File: config.mk
export PLATFORM = sky130hd
export DESIGN_NAME = div_seq_32
export DESIGN_NICKNAME = d
export VERILOG_FILES = /design/src/rtl/div_pkg.sv /design/src/rtl/div_step.sv /design/src/rtl/div_seq_32.sv
export SDC_FILE = /design/constraint.sdc
export NUM_CORES = 1
export LEC_CHECK = 0
export ABC_AREA = 1
export CAP_MARGIN = 20
export CORE_MARGIN = 2
export CORE_UTILIZATION = 61
export DETAILED_ROUTE_END_ITERATION = 6
export HOLD_SLACK_MARGIN = 0.08
export PLACE_DENSITY = 0.82
export SLEW_MARGIN = 20
export SYNTH_ARGS = -nofsm -noshare
export SYNTH_HDL_FRONTEND = slang
export SYNTH_SLANG_ARGS = --single-unit
File: constraint.sdc
create_clock -name clk -period 6.43 [get_ports clk]
set_clock_uncertainty 0.05 [all_clocks]
set_input_delay 0.643 -clock clk [delete_from_list [all_inputs] [get_ports clk]]
set_output_delay 0.643 -clock clk [all_outputs]
set_load 0.03 [all_outputs]
File: src/rtl/div_pkg.sv
// ---------------------------------------------------------------------------
// div_pkg
// Shared constants and enumerations for the multi-cycle RV32M divider.
//   XLEN    : architectural register width
//   ITER    : number of restoring iterations per operation (equals XLEN)
//   op_e    : DIV / DIVU / REM / REMU encoding as presented on the op port
//   state_e : sequencer states
// ---------------------------------------------------------------------------
package div_pkg;

    localparam int XLEN = 32;
    localparam int ITER = XLEN;

    typedef enum logic [1:0] {
        OP_DIV  = 2'b00,
        OP_DIVU = 2'b01,
        OP_REM  = 2'b10,
        OP_REMU = 2'b11
    } op_e;

    typedef enum logic [1:0] {
        IDLE = 2'b00,
        CALC = 2'b01,
        FIN  = 2'b10
    } state_e;

    // op[0] clear means the signed variant (DIV / REM)
    function automatic logic op_is_signed(input logic [1:0] op);
        return ~op[0];
    endfunction

    // op[1] set means the remainder is requested (REM / REMU)
    function automatic logic op_is_rem(input logic [1:0] op);
        return op[1];
    endfunction

endpackage

File: src/rtl/div_step.sv
// ---------------------------------------------------------------------------
// div_step
// One combinational restoring-division step.
// Ports:
//   rem_i     : current partial remainder (always < divisor between steps)
//   q_msb_i   : dividend/quotient bit shifted into the remainder this step
//   divisor_i : divisor magnitude
//   rem_o     : partial remainder after the step
//   q_bit_o   : quotient bit produced by the step
// The shifted remainder is WIDTH+1 bits wide so that the MSB of the trial
// difference is the borrow: rem' < 2*divisor, hence a non-negative
// difference is < 2^WIDTH and a negative one sets bit WIDTH.
// ---------------------------------------------------------------------------
module div_step #(
    parameter int WIDTH = 32
) (
    input  logic [WIDTH-1:0] rem_i,
    input  logic             q_msb_i,
    input  logic [WIDTH-1:0] divisor_i,
    output logic [WIDTH-1:0] rem_o,
    output logic             q_bit_o
);

    logic [WIDTH:0] shifted;
    logic [WIDTH:0] diff;
    logic           borrow;

    always_comb begin
        shifted = {rem_i, q_msb_i};
        // a + ~b + 1 over WIDTH+1 bits
        diff    = shifted + ~{1'b0, divisor_i} + {{WIDTH{1'b0}}, 1'b1};
        borrow  = diff[WIDTH];
        rem_o   = borrow ? shifted[WIDTH-1:0] : diff[WIDTH-1:0];
        q_bit_o = ~borrow;
    end

endmodule

File: src/rtl/div_seq_32.sv
// ---------------------------------------------------------------------------
// div_seq_32
// Multi-cycle RV32M DIV/DIVU/REM/REMU sequencer. One restoring step per clock
// through a shared div_step datapath; busy stalls the core until done pulses.
// Ports:
//   clk      : system clock, rising edge
//   rst      : asynchronous active-high reset
//   start    : request, sampled only while idle
//   op       : 00 DIV, 01 DIVU, 10 REM, 11 REMU
//   dividend : rs1, captured on accept
//   divisor  : rs2, captured on accept
//   busy     : operation in progress
//   done     : one-cycle pulse, result valid
//   result   : quotient or remainder, held until next done or reset
// Build option:
//   DIV_SEQ_FAST_EN : divide-by-zero and signed overflow skip the CALC phase
//                     (done after 2 edges instead of 34). Results are the same.
// ---------------------------------------------------------------------------
module div_seq_32
    import div_pkg::*;
#(
    parameter int WIDTH = XLEN
) (
    input  logic             clk,
    input  logic             rst,
    input  logic             start,
    input  logic [1:0]       op,
    input  logic [WIDTH-1:0] dividend,
    input  logic [WIDTH-1:0] divisor,
    output logic             busy,
    output logic             done,
    output logic [WIDTH-1:0] result
);

    localparam int CNT_W = $clog2(WIDTH);
    localparam logic [CNT_W-1:0] LAST_STEP = CNT_W'(WIDTH - 1);
    localparam logic [WIDTH-1:0] MIN_NEG   = {1'b1, {(WIDTH-1){1'b0}}};

    state_e           state_q;
    op_e              op_q;
    logic             sign_a_q;     // dividend negative (signed ops only)
    logic             sign_b_q;     // divisor negative (signed ops only)
    logic             div0_q;
    logic             ovf_q;
    logic [WIDTH-1:0] orig_q;       // raw dividend for the REM-by-zero result
    logic [WIDTH-1:0] quo_q;        // holds |dividend|, shifts into quotient
    logic [WIDTH-1:0] dvs_q;        // |divisor|
    logic [WIDTH-1:0] rem_q;
    logic [CNT_W-1:0] count_q;
    logic [WIDTH-1:0] result_q;
    logic             busy_q;
    logic             done_q;

    // Accept-edge operand conditioning
    logic             acc_signed;
    logic             acc_neg_a;
    logic             acc_neg_b;
    logic [WIDTH-1:0] acc_abs_a;
    logic [WIDTH-1:0] acc_abs_b;
    logic             acc_div0;
    logic             acc_ovf;

    always_comb begin
        acc_signed = op_is_signed(op);
        acc_neg_a  = acc_signed & dividend[WIDTH-1];
        acc_neg_b  = acc_signed & divisor[WIDTH-1];
        acc_abs_a  = acc_neg_a ? (~dividend + 1'b1) : dividend;
        acc_abs_b  = acc_neg_b ? (~divisor + 1'b1) : divisor;
        acc_div0   = (divisor == '0);
        acc_ovf    = acc_signed && (dividend == MIN_NEG) && (divisor == '1);
    end

    // Shared restoring step
    logic [WIDTH-1:0] rem_d;
    logic             qbit_d;

    div_step #(
        .WIDTH (WIDTH)
    ) u_step (
        .rem_i     (rem_q),
        .q_msb_i   (quo_q[WIDTH-1]),
        .divisor_i (dvs_q),
        .rem_o     (rem_d),
        .q_bit_o   (qbit_d)
    );

    // Final fixups: divide-by-zero wins over overflow, which wins over sign
    // correction. Sign flags are only ever set for signed ops, so unsigned
    // results pass through untouched.
    logic [WIDTH-1:0] result_d;

    always_comb begin
        result_d = '0;
        if (div0_q) begin
            result_d = op_is_rem(op_q) ? orig_q : '1;
        end else if (ovf_q) begin
            result_d = op_is_rem(op_q) ? '0 : MIN_NEG;
        end else if (op_is_rem(op_q)) begin
            result_d = sign_a_q ? (~rem_q + 1'b1) : rem_q;
        end else begin
            result_d = (sign_a_q ^ sign_b_q) ? (~quo_q + 1'b1) : quo_q;
        end
    end

    always_ff @(posedge clk or posedge rst) begin
        if (rst) begin
            state_q  <= IDLE;
            op_q     <= OP_DIV;
            sign_a_q <= 1'b0;
            sign_b_q <= 1'b0;
            div0_q   <= 1'b0;
            ovf_q    <= 1'b0;
            orig_q   <= '0;
            quo_q    <= '0;
            dvs_q    <= '0;
            rem_q    <= '0;
            count_q  <= '0;
            result_q <= '0;
            busy_q   <= 1'b0;
            done_q   <= 1'b0;
        end else begin
            done_q <= 1'b0;
            case (state_q)
                IDLE: begin
                    if (start) begin
                        op_q     <= op_e'(op);
                        sign_a_q <= acc_neg_a;
                        sign_b_q <= acc_neg_b;
                        div0_q   <= acc_div0;
                        ovf_q    <= acc_ovf;
                        orig_q   <= dividend;
                        quo_q    <= acc_abs_a;
                        dvs_q    <= acc_abs_b;
                        rem_q    <= '0;
                        count_q  <= '0;
                        busy_q   <= 1'b1;
`ifdef DIV_SEQ_FAST_EN
                        state_q  <= (acc_div0 || acc_ovf) ? FIN : CALC;
`else
                        state_q  <= CALC;
`endif
                    end
                end
                CALC: begin
                    rem_q   <= rem_d;
                    quo_q   <= {quo_q[WIDTH-2:0], qbit_d};
                    count_q <= count_q + 1'b1;
                    if (count_q == LAST_STEP) begin
                        state_q <= FIN;
                    end
                end
                FIN: begin
                    result_q <= result_d;
                    done_q   <= 1'b1;
                    busy_q   <= 1'b0;
                    state_q  <= IDLE;
                end
                default: begin
                    state_q <= IDLE;
                    busy_q  <= 1'b0;
                end
            endcase
        end
    end

    assign busy   = busy_q;
    assign done   = done_q;
    assign result = result_q;

endmodule
Word-level counts from Yosys, hierarchy flattened
Index checks and enable logic that the tools add are counted.

word-level totals
  register bits after elaboration = 175
  output and inout port bits = 34

cells by class
  reduce and logical (&&, ||, !) cells = 9
  equality and inequality tests = 7
  multiplexer cells = 22
  bitwise gates (word level) = 11
  add/sub/neg operators = 7

operators by type and width
  kind                                           number
  2-to-1 mux 32 bit                              12
  adder 32 x 1 -> 32 bit, second input constant  4
  inverter 32 bit                                4
  one-hot mux 32 bit (2 select lines)            2
  == test 32 bit, second input constant          2
  adder 33 x 1 -> 33 bit, second input constant  1
  adder 33 bit                                   1
  inverter 32 -> 33 bit                          1
  zero test 32 bit                               1
  one-hot mux 5 bit (2 select lines)             1
  AND reduction 2 bit                            4
  adder 5 x 1 -> 5 bit, second input constant    1
  == test 5 bit, second input constant           1
  2-to-1 mux 5 bit                               1
  2-to-1 mux 2 bit                               2
  inequality test 2 bit, second input constant   2
  one-hot mux 2 bit (2 select lines)             1
  inverter 1 bit                                 3
  AND 1 bit                                      2
  == test 2 x 1 -> 1 bit, second input constant  1
  == test 2 bit, second input constant           1
  logical AND 1 bit                              2
  zero test 2 bit                                1
  2-to-1 mux 1 bit                               2
  other kinds (3)                                3

Depth between registers and ports, before layout
Gate-level depths: netlist (run 1).

  depth in word-level cells = 6
  gate-level depth with buffers = 18
  mapped depth without buffers = 17

Modules after synthesis
Synthesis (run 1) repeated with hierarchy kept, for this count alone.

unflattened totals
  cell total of the unflattened synthesis = 2206
  area, all modules = 14084.8 um^2

modules (own cells, without submodules)
  module      times used  area each (um^2)  cells each  seq. area each (um^2)
  div_seq_32  1           10934.2           1526        4354.2
  div_step    1           3150.5            680         0.0

Least setup slack after synthesis (run 1)
OpenSTA, ideal clock, no wires.

  path type = register -> register
  start = register quo_q[31]
  end = register rem_q[10]
  clock period less this slack = 2.194 ns
  cell stages (with the launch flop) = 19
  arrival = 2.027 ns
  setup slack = 4.236 ns
  cell sequence = dfrtp_1 inv_1 ha_1 fa_1 inv_1 nand2_1 nand2_1 nand3_1 nand2_2 nand2_4 nand2_4 nand2_4 nand2_4 nand2_8 nand2_8 buf_12 nand2_2 nand3_2 nand2_1

between the ends
  word-level cells in the longest chain between the ends = 4

ends and longest elaborated chain
  item                                 RTL line           source
  start, declared                      div_seq_32.sv:46   logic [WIDTH-1:0] quo_q;
  start signal, assigned               div_seq_32.sv:132  quo_q <= acc_abs_a;
  start signal, assigned               div_seq_32.sv:146  quo_q <= {quo_q[WIDTH-2:0], qbit_d};
  adder 33 bit                         div_step.sv:31     diff = shifted + ~{1'b0, divisor_i} + {{WIDTH{1'b0}}, 1'b1};
  adder 33 x 1 -> 33 bit               div_step.sv:31
  2-to-1 mux 32 bit                    div_step.sv:33     rem_o = borrow ? shifted[WIDTH-1:0] : diff[WIDTH-1:0];
  one-hot mux 32 bit (2 select lines)  div_seq_32.sv:123  case (state_q)
  end signal, assigned                 div_seq_32.sv:145  rem_q <= rem_d;
  end, declared                        div_seq_32.sv:48   logic [WIDTH-1:0] rem_q;

Every way passes these cells.
A chain may end at the register's enable or synchronous reset.

Worst setup path after layout (run 1)
  start = register sign_a_q
  end = register result_q[24] (netlist: result[24])

between the ends
  word-level cells in the longest chain between the ends = 5
  elaborated cells on any way between the ends = 6
  those cells by class = mux (5); bitwise (1)

ends and longest elaborated chain
  item                    RTL line           source
  start, declared         div_seq_32.sv:41   logic sign_a_q;
  start signal, assigned  div_seq_32.sv:127  sign_a_q <= acc_neg_a;
  XOR 1 bit               div_seq_32.sv:101  result_d = (sign_a_q ^ sign_b_q) ? (~quo_q + 1'b1) : quo_q;
  2-to-1 mux 32 bit       div_seq_32.sv:101
  2-to-1 mux 32 bit *     div_seq_32.sv:98   end else if (op_is_rem(op_q)) begin
  2-to-1 mux 32 bit *     div_seq_32.sv:96   end else if (ovf_q) begin
  2-to-1 mux 32 bit *     div_seq_32.sv:94   if (div0_q) begin
  end signal, assigned    div_seq_32.sv:153  result_q <= result_d;
  end, declared           div_seq_32.sv:50   logic [WIDTH-1:0] result_q;

Every way passes the cells marked *; elsewhere a longest branch is shown, timed or not.

==> results of run 1 <==
[kinds of logic (layout without fill, tap and decap cells)]
family | count (synthesis) | after routing | share of synthesized area [%]
AOI/OAI and AO/OA | 317 | 317 | 12.3
xor gates and xnor gates | 49 | 49 | 3.11
adders and majority gates | 40 | 40 | 3.53
buffers and inverters | 399 | 465 | 11.2
DFF | 174 | 174 | 30.2
and+or+nand+nor | 1280 | 1280 | 39.6
[area by class of cell]
| cell class | instances | area, um^2 |
|---|---|---|
| Clock buffer | 19 | 443 |
| Clock inverter | 13 | 156 |
| Fill cell | 2122 | 7190 |
| Inverter | 318 | 1200 |
| Multi-Input combinational cell | 1686 | 8470 |
| Sequential cell | 174 | 4350 |
| Tap cell | 319 | 399 |
| Timing Repair Buffer | 115 | 1120 |
[critical path, cell delays in order, from the launching register on]
cell,delay (ns)
dfrtp_1,0.33
buf_4,0.34
xnor2_4,0.23
inv_1,0.78
o21ai_0,0.48
nand3_1,0.18
nand2_1,0.07
nand3_1,0.06
nand3_1,0.19
a21oi_1,0.19
[power by group]
part	internal, mW	switching (mW)
registers	1.59	0.542
clock network	0.569	0.519
logic	2.13	4.24
[cells in the final DEF, fill, tap and decap left out, drive strengths merged, types with 3 or more instances in the layout]
master         Yosys  final
a21oi             77     77
a22oi             28     28
a31oi             18     18
and2               3      3
buf               34     13
clkbuf            47     19
clkdlybuf4s50      0    102
clkinv             2      3
dfrtp            174    174
ha                39     39
inv              316    326
nand2            655    655
nand3            269    269
nand3b            18     18
nand4             32     32
nor2             264    264
nor3              26     26
nor4               5      5
o211ai            14     14
o21ai            161    161
o21bai             6      6
o22ai              7      7
or2                5      5
xnor2             13     13
xor2              36     36
[sequential cells by signal (all words and copies together), names as in the netlist]
| name | count |
|---|---|
| quo_q | 32 |
| busy | 1 |
| op_q | 1 |
| state_q | 2 |
| count_q | 5 |
| rem_q | 32 |
| done | 1 |
| ovf_q | 1 |
| dvs_q | 32 |
| orig_q | 32 |
| result | 32 |
| sign_b_q | 1 |
| div0_q | 1 |
| sign_a_q | 1 |
[worst max path at each step]
stage                         from          to  slack (ns)  depth (start not counted)
after floorplan                rst        busy        1.02                          1
after global placement       start       ovf_q        3.53                          8
after detailed placement     start       ovf_q        3.55                          8
after CTS                 sign_a_q  result[24]        3.57                          9
after global routing      sign_a_q  result[24]        3.24                          9
final                     sign_a_q  result[24]        3.44                          9
[metal layers]
metal | GRT usage, % | vias up | wire length, um
met4 | 10.3 | 0 | 1200
met3 | 8.46 | 87 | 4380
li1 | - | 7375 | -
met2 | 56.6 | 745 | 20100
met1 | 53.7 | 7089 | 20300
met5 | 0 | - | 0
==> flow_summary_export.csv, run 1 <==
group,metric,value,unit
hold_path,whs_path_depth,2,
cells_and_area,drive_gt1_share,6.49,%
pwr,power_leakage,8.13,nW
timing,setup_slack,3.44,ns
synth,yosysMostFrequentCell,"nand2_1",
synth,synth_ff_type,"dfrtp_1",
clock_network,cts_buffers,17,
timing,relSlewSlack,33.9,%
timing,timing.fmax,0.334,GHz
setup_path,crit_arrival,3.31,ns
global_routing,first_global_vias,13800,
global_routing,grt_pass1_wl,72.3,mm
synth,synth_cell_type_count,48,
synth,yosys_register_bits,174,
clock_network,htreeDepth,4,
synth,synth_top_area_share,30.2,%
clock_network,clock_sinks,174,
hold_path,hold_start,"orig_q[21]",
timing,post-route-min-period,2.99,ns
hold_path,hold_path_end,"orig_q[21]",
place,gp_congestion,1.00,
cells_and_area,final_core_utilization,69.2,%
setup_path,worstSetupPathType,"register to register",
pwr,p_total,9.59,mW
floorplan,dieArea,0.0248,mm^2
hold_path,hp-class,"register to register",
drt,wl,45.9,mm
synth,synth_cells,2259,
place,hpwl,34.9,mm
pwr,ir_drop,0.471,mV
timing,period_share,46.5,%
drt,drt_iter0_markers,1806,
setup_path,worstRegToRegCells,9,
drt,drc,0,
clock_network,cts_tree,"built",
clock_network,cts_resized,0,
synth,postSynthAreaPerCell,6.37,um^2
place,place_area,0.0155,mm^2
timing,drv_slew,0,
clock_network,cts_root_buf,"clkbuf_16",
setup_path,cp-end-kind,"register",
drt,drt_first_pass_iters,5,
synth,yosysSeqAreaShare,30.2,%
timing,rsz0062_at_grt,"false",
synth,synth-edff-count,0,
setup_path,ff2ff_setup_slack,3.44,ns
drt,route.vias.total,15300,
synth,yosys.area.top_type,"dfrtp_1",
pwr,power_per_cell_area,594,mW/mm^2
global_routing,grt_util_all_layers,37.4,%
status,status,"completed",
global_routing,grt_overflow_total,0,
cells_and_area,fin_cells,2644,
synth,synthArstFlopShare,100,%
cells_and_area,diodes,0,
timing,hold_viol_final,0,
timing,tightest_slew,0.992,ns
synth,synth_area_leaders,"dfrtp_1, nand2_1, nand3_1",
floorplan,fp.coreArea,0.0233,mm^2
floorplan,die_w,158,um
setup_path,rr_startpoint,"sign_a_q",
setup_path,r2r_end,"result[24]",
place,place_ws,3.55,ns
run,cap_violations,0,
drt,post_drt_wl_per_cell,17.4,um
timing,tns,0,ns
setup_path,path_max_fanout,34,
drt,viasPerCell,5.79,
timing,setup_violations,0,
cells_and_area,fin_area,0.0161,mm^2
place,io_buffers,102,
floorplan,ios,103,
floorplan,initial_utilization,61.7,%
clock_network,hold_buffers,0,
clock_network,clk_pin_slew,0.08,ns
setup_path,startpoint_type,"register",
global_routing,grt_max_degree,102,
floorplan,dieHeight,158,um
synth,mappedNetlistNets,2368,
cells_and_area,layout.nets,2421,
synth,synth_area,0.0144,mm^2
place,dp_cells,2612,
clock_network,post-cts-setup-buffers,0,
setup_path,required,6.75,ns
drt,drtAntennaViolNets,0,
clock_network,clock_path_buffers,2,
floorplan,num_rows,56,
cells_and_area,area_delta_synth_final,12.1,%
timing,hold-worst-slack,0.431,ns
global_routing,grt_antenna_before_repair,0,
clock_network,insertion_delay,0.45,ns
synth,synth_warnings,0,
synth,ys_top_cells_by_count,"nand2_1, inv_1, nor2_1",
(Power assumes the default switching activity.)
==> inputs of run 2 (changes only) <==
--- a/config.mk
+++ b/config.mk
@@ -8,10 +8,10 @@
 export ABC_AREA = 1
 export CAP_MARGIN = 20
 export CORE_MARGIN = 2
-export CORE_UTILIZATION = 61
+export CORE_UTILIZATION = 55
 export DETAILED_ROUTE_END_ITERATION = 6
 export HOLD_SLACK_MARGIN = 0.08
-export PLACE_DENSITY = 0.82
+export PLACE_DENSITY = 0.78
 export SLEW_MARGIN = 20
 export SYNTH_ARGS = -nofsm -noshare
 export SYNTH_HDL_FRONTEND = slang
==> constraint.sdc (replaced) <==
create_clock -name clk -period 2.5 [get_ports clk]
set_clock_uncertainty 0.05 [all_clocks]
set_input_delay 0.25 -clock clk [delete_from_list [all_inputs] [get_ports clk]]
set_output_delay 0.25 -clock clk [all_outputs]
set_load 0.03 [all_outputs]
==> flow_summary_export.csv, run 2 (same netlist as run 1, synthesis figures left out) <==
group,metric,value,unit
status,status,"completed",
drt,post_drt_wl_per_cell,17.7,um
timing,tightest_slew,0.715,ns
timing,setup_violations,0,
cells_and_area,layout.nets,2480,
global_routing,first_global_vias,14100,
global_routing,met1_usage,49.2,%
setup_path,worstSetupPathType,"register to register",
clock_network,cts_root_buf,"clkbuf_16",
hold_path,hold_start,"op[1]",
global_routing,grt_antenna_before_repair,0,
place,gp_congestion,0.984,
place,place_area,0.0160,mm^2
drt,drt_first_pass_iters,7,
place,dp_cells,2676,
drt,drtAntennaViolNets,0,
cells_and_area,diodes,0,
drt,drt_iter0_markers,1974,
timing,drv_slew,0,
clock_network,cts_buffers,17,
setup_path,ff2ff_setup_slack,0.09,ns
timing,hold_viol_final,0,
cells_and_area,fin_cells,2719,
hold_path,whs_path_depth,3,
setup_path,cp-end-kind,"register",
clock_network,htreeDepth,4,
cells_and_area,area_delta_synth_final,17.4,%
setup_path,required,2.78,ns
global_routing,gr-usage-met2,51.7,%
clock_network,clock_sinks,174,
pwr,power_leakage,8.50,nW
timing,period_share,96.5,%
drt,wl,48.3,mm
setup_path,cp-startpoint,"dvs_q[11]",
cells_and_area,final_common_cell,"nand2_1",
run,cap_violations,0,
floorplan,dieArea,0.0275,mm^2
floorplan,fp.coreArea,0.0259,mm^2
timing,relSlewSlack,52.1,%
hold_path,hold_path_end,"op_q[1]",
clock_network,insertion_delay,0.45,ns
setup_path,crit_arrival,2.69,ns
cells_and_area,n_fill_cell,2436,
timing,timing.fmax,0.415,GHz
cells_and_area,fin_area,0.0169,mm^2
global_routing,grt_max_degree,79,
drt,drc,0,
cells_and_area,drive_gt1_share,9.65,%
floorplan,ios,103,
setup_path,rr_startpoint,"dvs_q[11]",
global_routing,grt_use_met3,6.77,%
floorplan,die_w,166,um
place,io_buffers,102,
drt,route.vias.total,15500,
place,hpwl,36.7,mm
pwr,power_per_cell_area,1540,mW/mm^2
setup_path,startpoint_type,"register",
floorplan,num_rows,59,
cells_and_area,final_cell_mix,"nand2_1, inv_1, nor2_1, nand3_1, dfrtp_1",
cells_and_area,final_core_utilization,65.3,%
timing,tns,0,ns
floorplan,initial_utilization,55.6,%
global_routing,grt_pass1_wl,74.9,mm
pwr,p_total,26.1,mW
clock_network,cts_tree,"built",
setup_path,path_max_fanout,16,
drt,viasPerCell,5.70,
pwr,ir_drop,1.08,mV
global_routing,busiest_layer,"met2",
global_routing,grt_util_all_layers,33.9,%
setup_path,worstRegToRegCells,15,
global_routing,grt_overflow_total,0,
setup_path,r2r_end,"rem_q[16]",
hold_path,hp-class,"primary input to register",
clock_network,clock_path_buffers,2,
timing,post-route-min-period,2.41,ns
clock_network,clk_pin_slew,0.08,ns
floorplan,dieHeight,166,um
[run 2: changes by cell type in the layout (fill, tap and decap cells not counted), sizes merged]
cell / change
buf: +53
clkbuf: +1
nand2: +2
dlygate4sd3: +1
clkinv: +7
inv: -5
[run 2: power by group]
group / leakage (nW) / internal [mW] / switching (mW)
clock: 0.308 / 1.47 / 1.38
combinational: 6.03 / 6.41 / 11.5
sequential: 2.17 / 4.09 / 1.23
total: 8.50 / 12.0 / 14.2
[run 2: final cells by class]
class                   instances  area, um^2  share of cell area (%)
inverters                     318        1200                    7.08
clock inverters                15         213                    1.26
flip-flops and latches        174        4360                    25.8
repair buffers                172        1730                    10.2
clock buffers                  17         425                    2.52
multi-input cells            1688        8560                    50.6
well taps                     335         419                    2.48
[run 2: routing by layer]
layer | routed length (um) | vias to the layer above
met5 | 0 | -
met4 | 1240 | 0
met3 | 4960 | 94
met2 | 20900 | 776
met1 | 21100 | 7110
li1 | - | 7514
[run 2: stage by stage]
step | hold WS [ns] | setup slack, ns
finish | 0.352 | 0.0880
global route | 0.406 | -0.0530
CTS | 0.352 | 0.0414
detailed placement | 0.417 | 0.0690
global placement | 0.408 | 0.137
floorplan | 0.310 | -0.0247
[run 2: worst max-delay path by stage]
stage / end / slack [ns] / depth (start not counted)
CTS: rem_q[1] / 0.04 / 16
finish: rem_q[16] / 0.09 / 15
global route: rem_q[25] / -0.05 / 15
global placement: rem_q[30] / 0.14 / 16
floorplan: busy / -0.02 / 1
detailed placement: rem_q[7] / 0.07 / 17
[run 2: what timing repair did]
item	in CTS	in global routing
resized for setup	0	27
buffers inserted	0	4
hold buffers	1	0
endpoints found under the hold margin	8	0
endpoints found under the setup margin	0	33
[run 2: worst max-delay path: stages, from the launching register on]
cell and delay [ns]:
dfrtp_1 0.36, inv_1 0.16, ha_1 0.32, nand2_1 0.09, nand2_1 0.09, inv_1 0.07
nand2_1 0.09, a21oi_2 0.22, nand2_4 0.08, nand2_4 0.09, nand2_4 0.07, nand2_8 0.14
clkbuf_16 0.21, nand3b_1 0.11, nand3_1 0.09, nand2_1 0.05
==> inputs of run 3 (changes only) <==
--- a/config.mk
+++ b/config.mk
@@ -7,11 +7,14 @@
 export LEC_CHECK = 0
 export ABC_AREA = 1
 export CAP_MARGIN = 20
+export CELL_PAD_IN_SITES_DETAIL_PLACEMENT = 0
+export CELL_PAD_IN_SITES_GLOBAL_PLACEMENT = 1
 export CORE_MARGIN = 2
-export CORE_UTILIZATION = 55
+export CORE_UTILIZATION = 39
 export DETAILED_ROUTE_END_ITERATION = 6
 export HOLD_SLACK_MARGIN = 0.08
-export PLACE_DENSITY = 0.78
+export PLACE_DENSITY_LB_ADDON = 0.1
+export RECOVER_POWER = 50
 export SLEW_MARGIN = 20
 export SYNTH_ARGS = -nofsm -noshare
 export SYNTH_HDL_FRONTEND = slang
==> flow_summary_export.csv, run 3 (same netlist as run 1, synthesis figures left out) <==
group,metric,value,unit
hold_path,hp-class,"primary input to register",
drt,viasPerCell,5.23,
pwr,power_leakage,8.59,nW
global_routing,grt_util_all_layers,27.4,%
pwr,combPwrFrac,69.7,%
timing,tightest_slew,1.29,ns
drt,route.vias.total,15100,
pwr,switchingPower,14.1,mW
floorplan,ios,103,
clock_network,insertion_delay,0.45,ns
place,hpwl,40.9,mm
clock_network,clk_pin_slew,0.07,ns
setup_path,ff2ff_setup_slack,0.11,ns
floorplan,dieHeight,196,um
clock_network,htreeDepth,4,
setup_path,cp-end-kind,"register",
cells_and_area,n_fill_cell,3857,
setup_path,crit_arrival,2.68,ns
floorplan,dieArea,0.0385,mm^2
pwr,p_int,12.7,mW
hold_path,whs_path_depth,3,
floorplan,num_rows,70,
floorplan,die_w,196,um
setup_path,startpoint_type,"register",
place,io_buffers,102,
clock_network,cts_root_buf,"clkbuf_16",
clock_network,cts_tree,"built",
global_routing,grt_antenna_before_repair,0,
timing,hold_viol_final,0,
clock_network,clock_sinks,174,
status,status,"completed",
global_routing,grt_max_degree,90,
cells_and_area,layout.nets,2504,
cells_and_area,seq_area,0.00436,mm^2
drt,drc,0,
cells_and_area,area_delta_synth_final,19.7,%
clock_network,clock_path_buffers,2,
timing,setup_violations,0,
global_routing,first_global_vias,14100,
global_routing,grt_overflow_total,0,
drt,wl,52.4,mm
place,gp_congestion,0.921,
pwr,p_sw_share,52.5,%
run,cap_violations,0,
floorplan,initial_utilization,39.4,%
global_routing,grt_pass1_wl,81.1,mm
drt,post_drt_wl_per_cell,18.2,um
cells_and_area,multiInputGateArea,0.00859,mm^2
drt,drt_iter0_markers,1281,
clock_network,cts_buffers,17,
drt,drtAntennaViolNets,0,
cells_and_area,final_common_cell,"nand2_1",
timing,drv_slew,0,
timing,timing.fmax,0.418,GHz
pwr,clkPwrFrac,10.7,%
timing,rsz0062_at_grt,"false",
setup_path,required,2.79,ns
cells_and_area,drive_gt1_share,11.1,%
pwr,power_frac_seq,19.6,%
cells_and_area,diodes,0,
pwr,ir_drop,0.830,mV
timing,relSlewSlack,14.1,%
setup_path,worstRegToRegCells,15,
timing,period_share,95.7,%
timing,post-route-min-period,2.39,ns
pwr,power_per_cell_area,1550,mW/mm^2
cells_and_area,final_cell_mix,"nand2_1, inv_1, nor2_1, nand3_1, dfrtp_1",
drt,drt_first_pass_iters,6,
setup_path,path_max_fanout,5,
floorplan,fp.coreArea,0.0365,mm^2
timing,tns,0,ns
timing,hold-worst-slack,0.319,ns
setup_path,worstSetupPathType,"register to register",
-- run 3: cell types whose count changed in the layout (fill, tap and decap cells not counted), sizes merged --
cell | before | now
buf | 66 | 88
bufinv | 1 | 3
clkbuf | 20 | 29
clkdlybuf4s50 | 102 | 101
inv | 321 | 315
clkinv | 10 | 6
nand2 | 657 | 656
clkinvlp | 1 | 3
-- run 3: per-layer routing --
metal	global-route usage (%)	routed length [um]	vias to the layer above
li1	-	-	7555
met3	3.95	3010	43
met5	0	0	-
met1	41.2	26000	7039
met4	6.62	1010	0
met2	41.1	22300	413
-- run 3: layout make-up --
cell class | count | share of cell area, %
repair buffers | 197 | 10.9
inverters | 318 | 6.93
flip-flops and latches | 174 | 25.3
well taps | 468 | 3.40
clock buffers | 22 | 2.87
clock inverters | 9 | 0.769
multi-input cells | 1687 | 49.8
-- run 3: critical path, stage by stage (launching register included) --
cell	delay (ns)
dfrtp_1	0.36
inv_1	0.12
ha_1	0.32
nand2_1	0.09
nand2_1	0.07
inv_1	0.05
nand2_1	0.08
inv_1	0.06
nand2_1	0.10
a21oi_4	0.26
nand3_4	0.23
nand2_8	0.18
clkbuf_16	0.16
nand2_2	0.05
nand3_2	0.05
nand2_1	0.05
-- run 3: path summary, 6_finish.rpt --
path / start / to
setup / recovery: dvs_q[23] / rem_q[4]
hold / removal: op[1] / op_q[1]
setup reg to reg: dvs_q[23] / rem_q[4]
hold reg to reg: orig_q[4] / orig_q[4]
max in group asynchronous: rst / dvs_q[8]
min in group asynchronous: rst / orig_q[1]
-- run 3: metrics by stage --
step | power, mW | worst slack, ns | util, % | area, um^2 | std cells
final | 26.8 | 0.108 | 47.2 | 17200 | 2875
after floorplan | 17.6 | -0.0247 | - | 14400 | 2259
after global placement | 22.9 | 0.0864 | 44.9 | 16400 | 2831
after CTS | 26.0 | 0.0322 | 46.6 | 17000 | 2862
after global routing | 29.4 | 0.00165 | 47.2 | 17200 | 2875
after detailed placement | 23.1 | 0.0627 | 44.9 | 16400 | 2831
-- run 3: power groups by stage --
stage               logic (mW)  registers, mW  clock network, mW
floorplan                 12.6           5.08                  0
global placement          17.6           5.23                  0
detailed placement        17.8           5.23                  0
CTS                       17.9           5.20               2.94
global route              20.9           5.40               3.04
finish                    18.7           5.25               2.88
-- run 3: repair_timing --
item | CTS | global route
hold buffers | 0 | 0
endpoints found under the setup margin | 0 | 33
resized for setup | 0 | 38
setup buffers | 0 | 9
